File: src/rtl/trap_pkg.sv
// Shared types and constants for the machine-mode trap controller.
package trap_pkg;

  typedef enum logic {TS_IDLE, TS_TRAP} trap_state_t;

  localparam int unsigned ECALL_CAUSE    = 11;
  localparam int unsigned MCAUSE_INT_BIT = 31;

  // Index width that stays legal when only one source exists.
  function automatic int unsigned idx_width(input int unsigned n);
    return (n > 1) ? $clog2(n) : 1;
  endfunction

endpackage

File: src/rtl/irq_prio_enc.sv
// Fixed-priority encoder: lowest-index asserted request wins.
module irq_prio_enc
  import trap_pkg::*;
#(
  parameter int unsigned N  = 4,
  localparam int unsigned IW = idx_width(N)
) (
  input  logic [N-1:0]  req,
  output logic          valid,
  output logic [IW-1:0] idx
);

  always_comb begin
    valid = 1'b0;
    idx   = '0;
    for (int unsigned i = 0; i < N; i++) begin
      if (req[i] && !valid) begin
        valid = 1'b1;
        idx   = IW'(i);
      end
    end
  end

endmodule

File: src/rtl/irq_trap_ctrl.sv
// Machine-mode trap controller: per-source edge/level capture, enable masking,
// fixed-priority selection and a single-level IDLE/TRAP sequencer.
module irq_trap_ctrl
  import trap_pkg::*;
#(
  parameter int unsigned          NUM_IRQ    = 4,
  parameter logic [NUM_IRQ-1:0]   EDGE_MASK  = 4'b0001,
  parameter int unsigned          CAUSE_BASE = 16
) (
  input  logic               clk,
  input  logic               Rst,
  input  logic [NUM_IRQ-1:0] irq,
  input  logic [NUM_IRQ-1:0] irq_en,
  input  logic               mie,
  input  logic               ecall,
  input  logic               trap_ret,
  input  logic               mem_hold,
  output logic               trapping,
  output logic               trigger_trap,
  output logic               trigger_trap_ret,
  output logic [31:0]        mcause,
  output logic [NUM_IRQ-1:0] irq_pending,
  output logic               nest_err
);

  localparam int unsigned IW = idx_width(NUM_IRQ);

  trap_state_t        state, state_n;
  logic [NUM_IRQ-1:0] irq_q, pending, pending_n, clr_q, clr_n, req;
  logic               trig_q, trig_n, ret_q, ret_n, nest_q, nest_n;
  logic [31:0]        mcause_q, mcause_n;
  logic               req_valid;
  logic [IW-1:0]      req_idx;

  assign req = pending & irq_en & {NUM_IRQ{mie}};

  irq_prio_enc #(.N(NUM_IRQ)) u_prio_enc (
    .req   (req),
    .valid (req_valid),
    .idx   (req_idx)
  );

  // clr_q marks the interrupt source taken last cycle; a new edge still wins.
  always_comb begin
    pending_n = pending;
    for (int unsigned i = 0; i < NUM_IRQ; i++) begin
      if (EDGE_MASK[i]) pending_n[i] = (irq[i] & ~irq_q[i]) | (pending[i] & ~clr_q[i]);
      else              pending_n[i] = irq[i];
    end
  end

  always_comb begin
    state_n  = state;
    trig_n   = 1'b0;
    ret_n    = 1'b0;
    clr_n    = '0;
    mcause_n = mcause_q;
    nest_n   = nest_q;
    if (!mem_hold) begin
      unique case (state)
        TS_IDLE: begin
          if (req_valid) begin
            state_n  = TS_TRAP;
            trig_n   = 1'b1;
            clr_n    = NUM_IRQ'(1) << req_idx;
            mcause_n = '0;
            mcause_n[MCAUSE_INT_BIT] = 1'b1;
            mcause_n[30:0] = 31'(CAUSE_BASE + 32'(req_idx));
          end else if (ecall) begin
            state_n  = TS_TRAP;
            trig_n   = 1'b1;
            mcause_n = 32'(ECALL_CAUSE);
          end
        end
        TS_TRAP: begin
          if (ecall) nest_n = 1'b1;
          if (trap_ret) begin
            state_n = TS_IDLE;
            ret_n   = 1'b1;
          end
        end
        default: state_n = TS_IDLE;
      endcase
    end
  end

  always_ff @(posedge clk) begin
    if (Rst) begin
      state    <= TS_IDLE;
      irq_q    <= '0;
      pending  <= '0;
      clr_q    <= '0;
      trig_q   <= 1'b0;
      ret_q    <= 1'b0;
      mcause_q <= '0;
      nest_q   <= 1'b0;
    end else begin
      state    <= state_n;
      irq_q    <= irq;
      pending  <= pending_n;
      clr_q    <= clr_n;
      trig_q   <= trig_n;
      ret_q    <= ret_n;
      mcause_q <= mcause_n;
      nest_q   <= nest_n;
    end
  end

  assign trapping         = (state == TS_TRAP);
  assign trigger_trap     = trig_q & ~mem_hold;
  assign trigger_trap_ret = ret_q & ~mem_hold;
  assign mcause           = mcause_q;
  assign irq_pending      = pending;
  assign nest_err         = nest_q;

endmodule

File: config.mk
export PLATFORM = sky130hd
export DESIGN_NAME = irq_trap_ctrl
export DESIGN_NICKNAME = d
export VERILOG_FILES = /design/src/rtl/trap_pkg.sv /design/src/rtl/irq_prio_enc.sv /design/src/rtl/irq_trap_ctrl.sv
export SDC_FILE = /design/constraint.sdc
export NUM_CORES = 1
export LEC_CHECK = 0
export CORE_MARGIN = 2
export CORE_UTILIZATION = 34
export CTS_BUF_LIST = sky130_fd_sc_hd__clkbuf_16
export DETAILED_ROUTE_END_ITERATION = 12
export GPL_TIMING_DRIVEN = 1
export HOLD_SLACK_MARGIN = 0.12
export PLACE_DENSITY = 0.89
export RECOVER_POWER = 100
export SLEW_MARGIN = 10
export SYNTH_ARGS = -nofsm -noshare
export SYNTH_HDL_FRONTEND = slang
export SYNTH_SLANG_ARGS = --single-unit
File: constraint.sdc
create_clock -name clk -period 1.5 [get_ports clk]
set_input_delay 0.15 -clock clk [delete_from_list [all_inputs] [get_ports clk]]
set_output_delay 0.15 -clock clk [all_outputs]
set_load 0.05 [all_outputs]
# Yosys cells after proc, flatten, opt, wreduce, memory -nomap -nowiden
# Cells that the tools add are included.
[word_totals]
register_bits = 42
input_bits = 14
elab_cells = 48
[classes]
add_sub_neg = 1
shifts = 1
n_mux = 14
n_bitwise = 12
n_reduce_logical = 12
[op_table]
columns = ["op", "n"]
rows = [
  ["$mux W32", 2],
  ["$mux W1", 9],
  ["$and A4 B4 Y4", 2],
  ["$add A5 B2 Y6 const A", 1],
  ["$reduce_and A3 Y1", 2],
  ["$reduce_or A3 Y1", 2],
  ["$not A1 Y1", 5],
  ["$and A1 B1 Y1", 4],
  ["$mux W2", 2],
  ["$reduce_or A4 Y1", 1],
  ["$logic_and A1 B1 Y1", 3],
  ["$logic_not A1 Y1", 3],
  ["$pmux W1 S2", 1],
  ["$reduce_bool A2 Y1", 1],
  ["$shl A1 B2 Y1 const A", 1],
  ["$or A1 B1 Y1", 1],
]

# Logic depth before layout (Yosys ltp)
[logic_depth]
word_depth = 14
ltp_mapped = 3
depth_no_buf = 3

# By module
# Synthesis repeated with hierarchy kept, for this count alone.
[hier_totals]
cells_unflattened = 87
area_unflattened_um2 = 755.7
[modules_own_cells]
columns = ["module", "instances", "cells_per_inst", "area_each_um2", "seq_area_each_um2"]
rows = [
  ["irq_trap_ctrl", 1, 80, 720.7, 280.3],
  ["irq_prio_enc", 1, 7, 35.0, 0.0],
]

# Worst setup path after synthesis
# Ideal clock, no wire load.
[synth_path]
kind = "register -> register"
from = "reg pending[0] (netlist: irq_pending[0])"
to = "reg trig_q"
setup_ns = 0.113
t_arrival_ns = 1.332
setup_slack_ns = 0.055
path_stages_with_launch = 4
n_path_buf = 0
period_less_slack_ns = 1.445
path_cell_list = "dfxtp_1 > a22o_2 > o21ai_0 > a2111oi_1"
[synth_between]
elab_chain_len = 13
[synth_rtl]
columns = ["item", "line_no", "text"]
rows = [
  ["start, declared", "irq_trap_ctrl.sv:29", "logic [NUM_IRQ-1:0] irq_q, pending, pending_n, clr_q, clr_n, req;"],
  ["start signal, assigned", "irq_trap_ctrl.sv:100", "pending <= pending_n;"],
  ["$and A4 B4 Y4 (*) (2 in a row)", "irq_trap_ctrl.sv:35", "assign req = pending & irq_en & {NUM_IRQ{mie}};"],
  ["$mux W1 (*)", "irq_prio_enc.sv:17", "if (req[i] && !valid) begin"],
  ["$logic_not A1 Y1", "irq_prio_enc.sv:17", ""],
  ["$logic_and A1 B1 Y1", "irq_prio_enc.sv:17", ""],
  ["$mux W1 (*)", "irq_prio_enc.sv:17", ""],
  ["$logic_not A1 Y1", "irq_prio_enc.sv:17", ""],
  ["$logic_and A1 B1 Y1", "irq_prio_enc.sv:17", ""],
  ["$mux W1 (*)", "irq_prio_enc.sv:17", ""],
  ["$logic_not A1 Y1", "irq_prio_enc.sv:17", ""],
  ["$logic_and A1 B1 Y1", "irq_prio_enc.sv:17", ""],
  ["$mux W1 (*)", "irq_prio_enc.sv:17", ""],
  ["$mux W1 (*)", "irq_trap_ctrl.sv:62", "if (req_valid) begin"],
  ["end signal, assigned", "irq_trap_ctrl.sv:102", "trig_q <= trig_n;"],
  ["end, declared", "irq_trap_ctrl.sv:30", "logic trig_q, trig_n, ret_q, ret_n, nest_q, nest_n;"],
]
# Mark *: on every way between the ends. The rest lies on a longest branch, timed or not.
# A chain may end at the register's enable or synchronous reset.

# Worst setup path in the final report
[layout_path]
from = "in mem_hold"
to = "out trigger_trap_ret"
[layout_between]
elab_chain_len = 2
[layout_rtl]
columns = ["item", "line_no", "text"]
rows = [
  ["start, declared", "irq_trap_ctrl.sv:17", "input logic mem_hold,"],
  ["$not A1 Y1 (no source line)", "-", ""],
  ["$and A1 B1 Y1", "irq_trap_ctrl.sv:111", "assign trigger_trap_ret = ret_q & ~mem_hold;"],
  ["end, declared", "irq_trap_ctrl.sv:20", "output logic trigger_trap_ret,"],
]
# Every way passes these cells.

==> metrics.txt <==
post-placement cell area=958 sq um; slowest stage delay, CP=about 600 ps; CP Max Fanout=8; leading area contributor after synthesis=dfxtp_1; routability cong.=0.703; sequential share of the synthesized area=36.7%; R2R cell count=3; TritonRoute pass-1 iters=2; Synth Area per Inst=between 9 and 10 sq um; crit share post-route=88.9%; height of the die=51.4 um; Hold Crit Class=input pin to flop; internal reg-to-reg setup slack=230 ps; worst setup path startpoint=mem_hold; placed cells=133; Initial DRC Count=2; Mapped Area=763 sq um; layout cell share with drive strength beyond 1=10.2%; Worst R2R End=trapping; cells along the critical path=clkdlybuf4s50_1 > and2b_1 > clkbuf_2; Detail Route Antenna Nets=0; Top Layer Used=met4; VDD IR max=roughly 0.80 mV; DP Wirelength=1.10 mm; CTS Sinks=14; first-pass GRT wire length=around 2 mm; relative slew slack=59.7%; nature of the critical path endpoint=primary output; area grow syn2layout=23.0%; top achievable clock speed=0.750 GHz; Endpoint, Worst Hold=irq_pending[3]; highest-count cells in the layout ignoring fill and taps=conb_1, dfxtp_1, clkdlybuf4s50_1; Clock transition at path regs=40 ps; synth top area cells=dfxtp_1, buf_4, nor2b_1; crit start category=input pin; critical path arrival=1180 ps; vias in the first global route=453; Post-Route Skew=3.00 ps; final WL=1.31 mm; worst r2r src=irq_pending[1]; register area=roughly 280 sq um; power per standard cell area=1310 mW/mm^2; Total Die Area=0.00264 sq mm; Mapped Cells=80; post-route cell area=938 sq um; Port Buffer Count=26; # DRC=0; Crit path required time=1350 ps; Pins Over Slew Limit=0; hold_sp=irq[3]; Leak=0.440 nW; Layout Utilization=a little over two fifths; antenna violations before repair=0; CTS tree=built; PostCTS Resize Cnt=0; smallest hold slack=approximately 470 ps; I/O pin count=54; CP max stage cell=clkdlybuf4s50_1; Warnings, synthesis=0; worst slew pin tran=606 ps; vias per cell=4.10; largest net degree at the start of global routing=11; die width=51.4 um; Final Critical Period=1330 ps; Hold Buf Count CTS=0; Cell variety after synth=24; Final Hold Fails=0; most common cell after layout, fill and taps aside=conb_1; H-Tree Level Count=1; DRT met1 WL=between 400 and 500 um; DR WL met3=110 um; GRT Total Usage=9.96%; area of the multi-input gates=332 sq um; row count=17; Starting Density=between 30% and 40%; area fraction of the dominant cell type after synthesis=a little under two fifths; DR WL met2=691 um; Max Cap Viol=0; clk_lat worst skew=240 ps; Core Region=0.00217 sq mm; clk buf depth=2; detailed-route via count=557; unrepaired setup endpoints after global routing=false; final net count=124; ANT cells=0; critical path type=input pin to primary output; CTS buffer count=3; clock root cell=clkbuf_16; count of final setup violators=0; outcome=finished, final reports clean; fillers=217; WL/cell=between 9 and 10 um; FF+latch count, synth=14; fin cells=136; grt ovf=0; Post-CTS Repair Setup Buffers=0; Hold Path Stages=2
-- how the worst max path moves through the flow --
| stage | to | slack [ps] |
|---|---|---|
| 3_3_place_gp | mcause[1] | 60 |
| 6_report | trigger_trap_ret | 170 |
| 4_1_cts | trigger_trap_ret | 150 |
| 5_1_grt | mcause[0] | 60 |
| 3_5_place_dp | mcause[1] | -40 |
| 2_1_floorplan | trig_q | 50 |
-- per-stage QoR --
step	power, mW	TNS, ps	setup slack (ps)
6_report	1.23	0	167
5_1_grt	1.28	0	64.1
4_1_cts	1.27	0	153
3_5_place_dp	0.792	-53.8	-35.9
3_3_place_gp	0.788	0	64.5
2_1_floorplan	0.750	0	54.8
-- power by group --
group	internal [mW]	leakage, nW	switching, mW
clock network	0.347	0.0370	0.133
logic	0.0700	0.288	0.268
registers	0.396	0.115	0.0163
total	0.813	0.440	0.417
-- worst max-delay path, delay by kind of cell --
kind | cells | cell delay (ps)
buffers and inverters | 2 | 830
and+or+nand+nor | 1 | 210
-- registers in the layout (all words and copies together) (netlist names) --
register and count:
mcause 4, clr_q 1, irq_q 1, nest_err 1
trapping 1, trig_q 1, irq_pending 4, ret_q 1
-- routing by layer --
metal	vias up	GRT usage [%]
met4	0	3.95
met5	-	0
met3	2	4.09
li1	272	-
met1	252	10.1
met2	31	17.9
-- synthesized netlist by cell type --
master	instances
buf_4	29
nor3b_1	1
inv_1	4
a21oi_1	2
or2b_1	1
nand2_1	2
nor2_1	3
a221oi_2	2
conb_1	1
nor2b_1	5
o211a_1	1
a32o_1	1
a2111oi_1	1
a22o_2	1
o21ai_0	2
dfxtp_1	14
or3b_1	1
o21ai_2	1
and2b_1	1
nor3b_4	1
and4_2	2
a22o_1	1
nand2b_1	1
a31oi_1	2
-- final cells by class --
class / instances / share of cell area, %
clock buffers: 3 / 8.00
inverters: 4 / 1.60
flip-flops and latches: 14 / 29.9
well taps: 28 / 3.73
multi-input cells: 59 / 35.3
repair buffers: 28 / 21.5
-- kinds of logic after synthesis --
kind of cell | share of synthesized area, %
buf+inv | 30.5
simple gates | 16.6
compound gates | 15.7
flops | 36.7
other cells | 0.491
Power figures use the tool's default switching activity.
==> RTL edit 1: new RTL, same settings <==
Make the reset (`Rst`) asynchronous in one clocked block.
--- a/src/rtl/irq_trap_ctrl.sv
+++ b/src/rtl/irq_trap_ctrl.sv
@@ -84,7 +84,7 @@
     end
   end
 
-  always_ff @(posedge clk) begin
+  always_ff @(posedge clk or posedge Rst) begin
     if (Rst) begin
       state    <= TS_IDLE;
       irq_q    <= '0;
Formal check against the unedited RTL: differs if Rst is asserted again (counterexample within 4 cycles, from zero or initial values and one cycle with Rst high); with Rst held inactive, the same outputs for 10 cycles.
==> RTL edit 1 against the original RTL <==
  * Count of clock-buffer cells in the layout unchanged
  * Sequential cell count unchanged
  * Fmax decreased by 6.1%
  * Sequential share of layout area grew 6.8 points
  * Final cell count decreased by 4.4%
  * Routed wire length up 15%
  * Clock skew is 0.0027 ns lower
  * Worst setup slack worse by 0.087 ns
  * Register-to-register slack worse by 0.15 ns
  * Cell area is 3.2% higher
  * Synthesized area down 2.3%
  * Total power up 30%
  * Combinational power grew 81%
  * Largest power group is now combinational cells
==> RTL edit 1: results (changes against the original RTL) <==
metric;value;unit;change
status;complete, no violations;;
ys_warn_count;0;;unchanged
relSlewSlack;0.602;;+0.00438
critPathMaxFanout;4;;-4
cts-resized-gates;0;;unchanged
dr.pass1.iters;4;;+2
synth_common_cells;28 x buf_4, 14 x dfrtp_1, 5 x inv_1, 5 x nand2_1;;
clock-root-buffer;clkbuf_16;;
nNetsFinal;118;;-4.8%
grt_pass1_vias;571;;+26%
synth.distinct_cells;20;;-17%
drt_iter0_markers;8;;+6
setup_viol;0;;unchanged
final_layout_size_suffix_gt1_frac;0.155;;+0.0535
htree_levels;1;;unchanged
grt_max_degree;15;;+4
synth-seq-area-share;0.470;;+0.103
wl;1500;um;+15%
synth_flop_cell;dfrtp_1;;
grt_pass1_wl;2490;um;+27%
cts_made_buffers;3;;unchanged
pre_cts_ws;-0.0642;ns;-0.0283 ns
cp-start-kind;flop;;
synthTopCellsByArea;dfrtp_1 47%, buf_4 28%, inv_1 2.5%;;
holdCritPathClass;input port to async pin;;
p_leak;0.473;nW;+7.4%
clk_pin_slew;0.04;ns;about the same
post-cts-setup-buffers;0;;unchanged
ir_drop;0.836;mV;+3.9%
reg2reg_from;irq_pending[2]$_DFF_PP0_;;
track_usage;0.133;;+0.0331
gp_congestion;0.774;;+10%
finClkSkew;0.000253;ns;-0.00274 ns
rr_worst_depth;4;;+1
dp_hpwl;1190;um;+7.6%
synthArstFlopShare;1.00;;+1.00
numPortBuffers;26;;unchanged
via_count;545;;-2.2%
ctsLongestPathBuffers;2;;unchanged
cp.arrival;1.54;ns;+0.36 ns
diodes;0;;unchanged
==> RTL edit 1: power by group <==
part / switching [mW] / internal [mW] / leakage (nW) / total, mW
clock: 0.146 / 0.352 / 0.0385 / 0.498
combinational: 0.486 / 0.126 / 0.276 / 0.612
sequential: 0.0479 / 0.443 / 0.158 / 0.491
==> RTL edit 1: final cells by class <==
class | count | area, sq um
timing repair buffer | 29 | 215
sequential | 14 | 355
clock inverter | 1 | 3.75
multi-input combinational | 51 | 267
tap | 27 | 33.8
inverter | 5 | 18.8
fill | 196 | 1050
clock buffer | 3 | 75.1
==> RTL edit 1: critical path, cell delays in order (launching register included) <==
cell     delay (ns)
dfrtp_2        0.42
a22oi_2        0.18
a31oi_1        0.16
o21a_4         0.25
mux2_4         0.29
==> RTL edit 1: routing by layer <==
metal,vias up,track usage,part of all wire
li1,241,-,-
met1,243,0.146,0.39
met2,54,0.237,0.49
met3,7,0.0205,0.090
met4,0,0.0856,0.037
met5,-,0,0
==> RTL edit 1: logic make-up (layout without fill, tap and decap cells) <==
kind of cell / after synthesis / after routing / share of synthesized area
buf+inv: 33 / 38 / 0.307
flops: 14 / 14 / 0.470
simple gates: 12 / 12 / 0.0772
compound gates: 11 / 11 / 0.121
other cells: 1 / 27 / 0.00503
mux: 1 / 1 / 0.0201
==> RTL edit 1: per-stage QoR <==
step	TNS [ns]	instances	util	hold slack, ns	cell area, sq um
final	0	130	0.479	0.387	968
after global routing	0	130	0.479	0.437	968
after CTS	0	130	0.518	0.263	1050
after detailed placement	-0.0642	126	0.479	0.423	968
after global placement	-0.00936	126	0.479	0.409	968
after floorplan	0	98	-	0.0389	857
==> RTL edit 1: worst paths after layout <==
kind                                            endpoint  slack [ns]
worst max register to register     mcause[0]$_DFFE_PP0P_        0.08
worst min-delay path                  irq_q[0]$_DFF_PP0_        0.39
max in group asynchronous       irq_pending[1]$_DFF_PP0_        0.75
worst max-delay path               mcause[0]$_DFFE_PP0P_        0.08
min in group clk                irq_pending[0]$_DFF_PP0_        0.42
worst min register to register  irq_pending[0]$_DFF_PP0_        0.42
==> RTL edit 2: new RTL, same flow settings <==
Made on the original files. Change the parameter `NUM_IRQ` from 4 to 6.
--- a/src/rtl/irq_trap_ctrl.sv
+++ b/src/rtl/irq_trap_ctrl.sv
@@ -3,7 +3,7 @@
 module irq_trap_ctrl
   import trap_pkg::*;
 #(
-  parameter int unsigned          NUM_IRQ    = 4,
+  parameter int unsigned          NUM_IRQ    = 6,
   parameter logic [NUM_IRQ-1:0]   EDGE_MASK  = 4'b0001,
   parameter int unsigned          CAUSE_BASE = 16
 ) (
Interface: changed (resized irq, irq_en and irq_pending); port bits go from 54 to 60. The function was not compared with the original's and may differ.
==> RTL edit 2 against the original RTL <==
  * Cell area is 29% higher
  * Synthesized area up 20%
  * Worst setup slack lost 0.068 ns
  * Sequential share of layout area fell by 1.3 points
  * Routed wire length up 53%
  * Sequential cell count up 3
  * Total power grew 18%
  * Non-clock buffer count rose by 14
==> RTL edit 2: results (changes against the original RTL) <==
metric;value;unit;change
grt.met3_usage;0.0349;;-0.00605
place_area;1220;sq um;+28%
instances_no_fill;173;;+27%
dp.cells;169;;+27%
startpoint;irq_en[3];;
whs;0.449;ns;-0.0173 ns
track_usage;0.124;;+0.0247
critPathMaxFanout;5;;-3
numPortBuffers;33;;+27%
finalWorstSetupSlack;0.0992;ns;-0.0679 ns
r2r_end;mcause[1]$_SDFFE_PP0P_;;
powerComb;0.421;mW;+25%
cts_made_buffers;3;;unchanged
p_leak;0.541;nW;+23%
ir_drop;0.802;mV;-0.31%
cp.arrival;1.54;ns;+0.36 ns
pre_cts_ws;-0.145;ns;-0.109 ns
relSlewSlack;0.596;;-0.00148
synth_common_cells;28 x buf_4, 17 x dfxtp_1, 8 x nor2b_1;;
r2r_setup_slack;0.14;ns;-0.09 ns
p_per_area;1190;nW/um^2;-8.9%
rr_worst_depth;4;;+1
seq_power_share;0.345;;+0.010
insertion_delay;0.25;ns;
use_met1;0.154;;+0.0535
viasPerCell;4.43;;+8.1%
status;complete, no violations;;
drt-met1-wl;848;um;+73%
p_sw;0.508;mW;+22%
dr.pass1.iters;4;;+2
crit_end;mcause[0]$_SDFFE_PP0P_;;
finClkSkew;0.00126;ns;-0.00174 ns
final_layout_size_suffix_gt1_frac;0.161;;+0.0590
nNetsFinal;162;;+31%
drt_iter0_markers;12;;+10
reg2reg_from;irq_pending[4]$_SDFF_PP0_;;
grt_pass1_wl;3190;um;+62%
[RTL edit 2: cell count changes after synthesis, sizes merged, moves of 2 or more]
cell	change
nor3b	-2
nand4	+2
dfxtp	+3
a221oi	-2
nand3	+3
a21oi	+4
nor2b	+3
o211ai	+2
nor4b	+2
o21ai	+2
nand2	+3
[RTL edit 2: area by class of cell]
type / instances / area, sq um
Clock buffer: 3 / 75.1
Clock inverter: 1 / 5.00
Fill cell: 247 / 1310
Inverter: 3 / 11.3
Multi-Input combinational cell: 77 / 447
Sequential cell: 17 / 347
Tap cell: 30 / 37.5
Timing Repair Buffer: 42 / 293
[RTL edit 2: cell families after synthesis]
kind of cell,count (synthesis),synth area share
DFF,17,0.372
and+or+nand+nor,31,0.220
AOI/OAI and AO/OA,20,0.161
other,1,0.00410
buffers and inverters,31,0.242
[RTL edit 2: worst max-delay path: stages]
cell and delay [ns]:
clkdlybuf4s50_1 0.51, a22o_1 0.23, nor4_4 0.08, or2_2 0.34
o211a_1 0.23
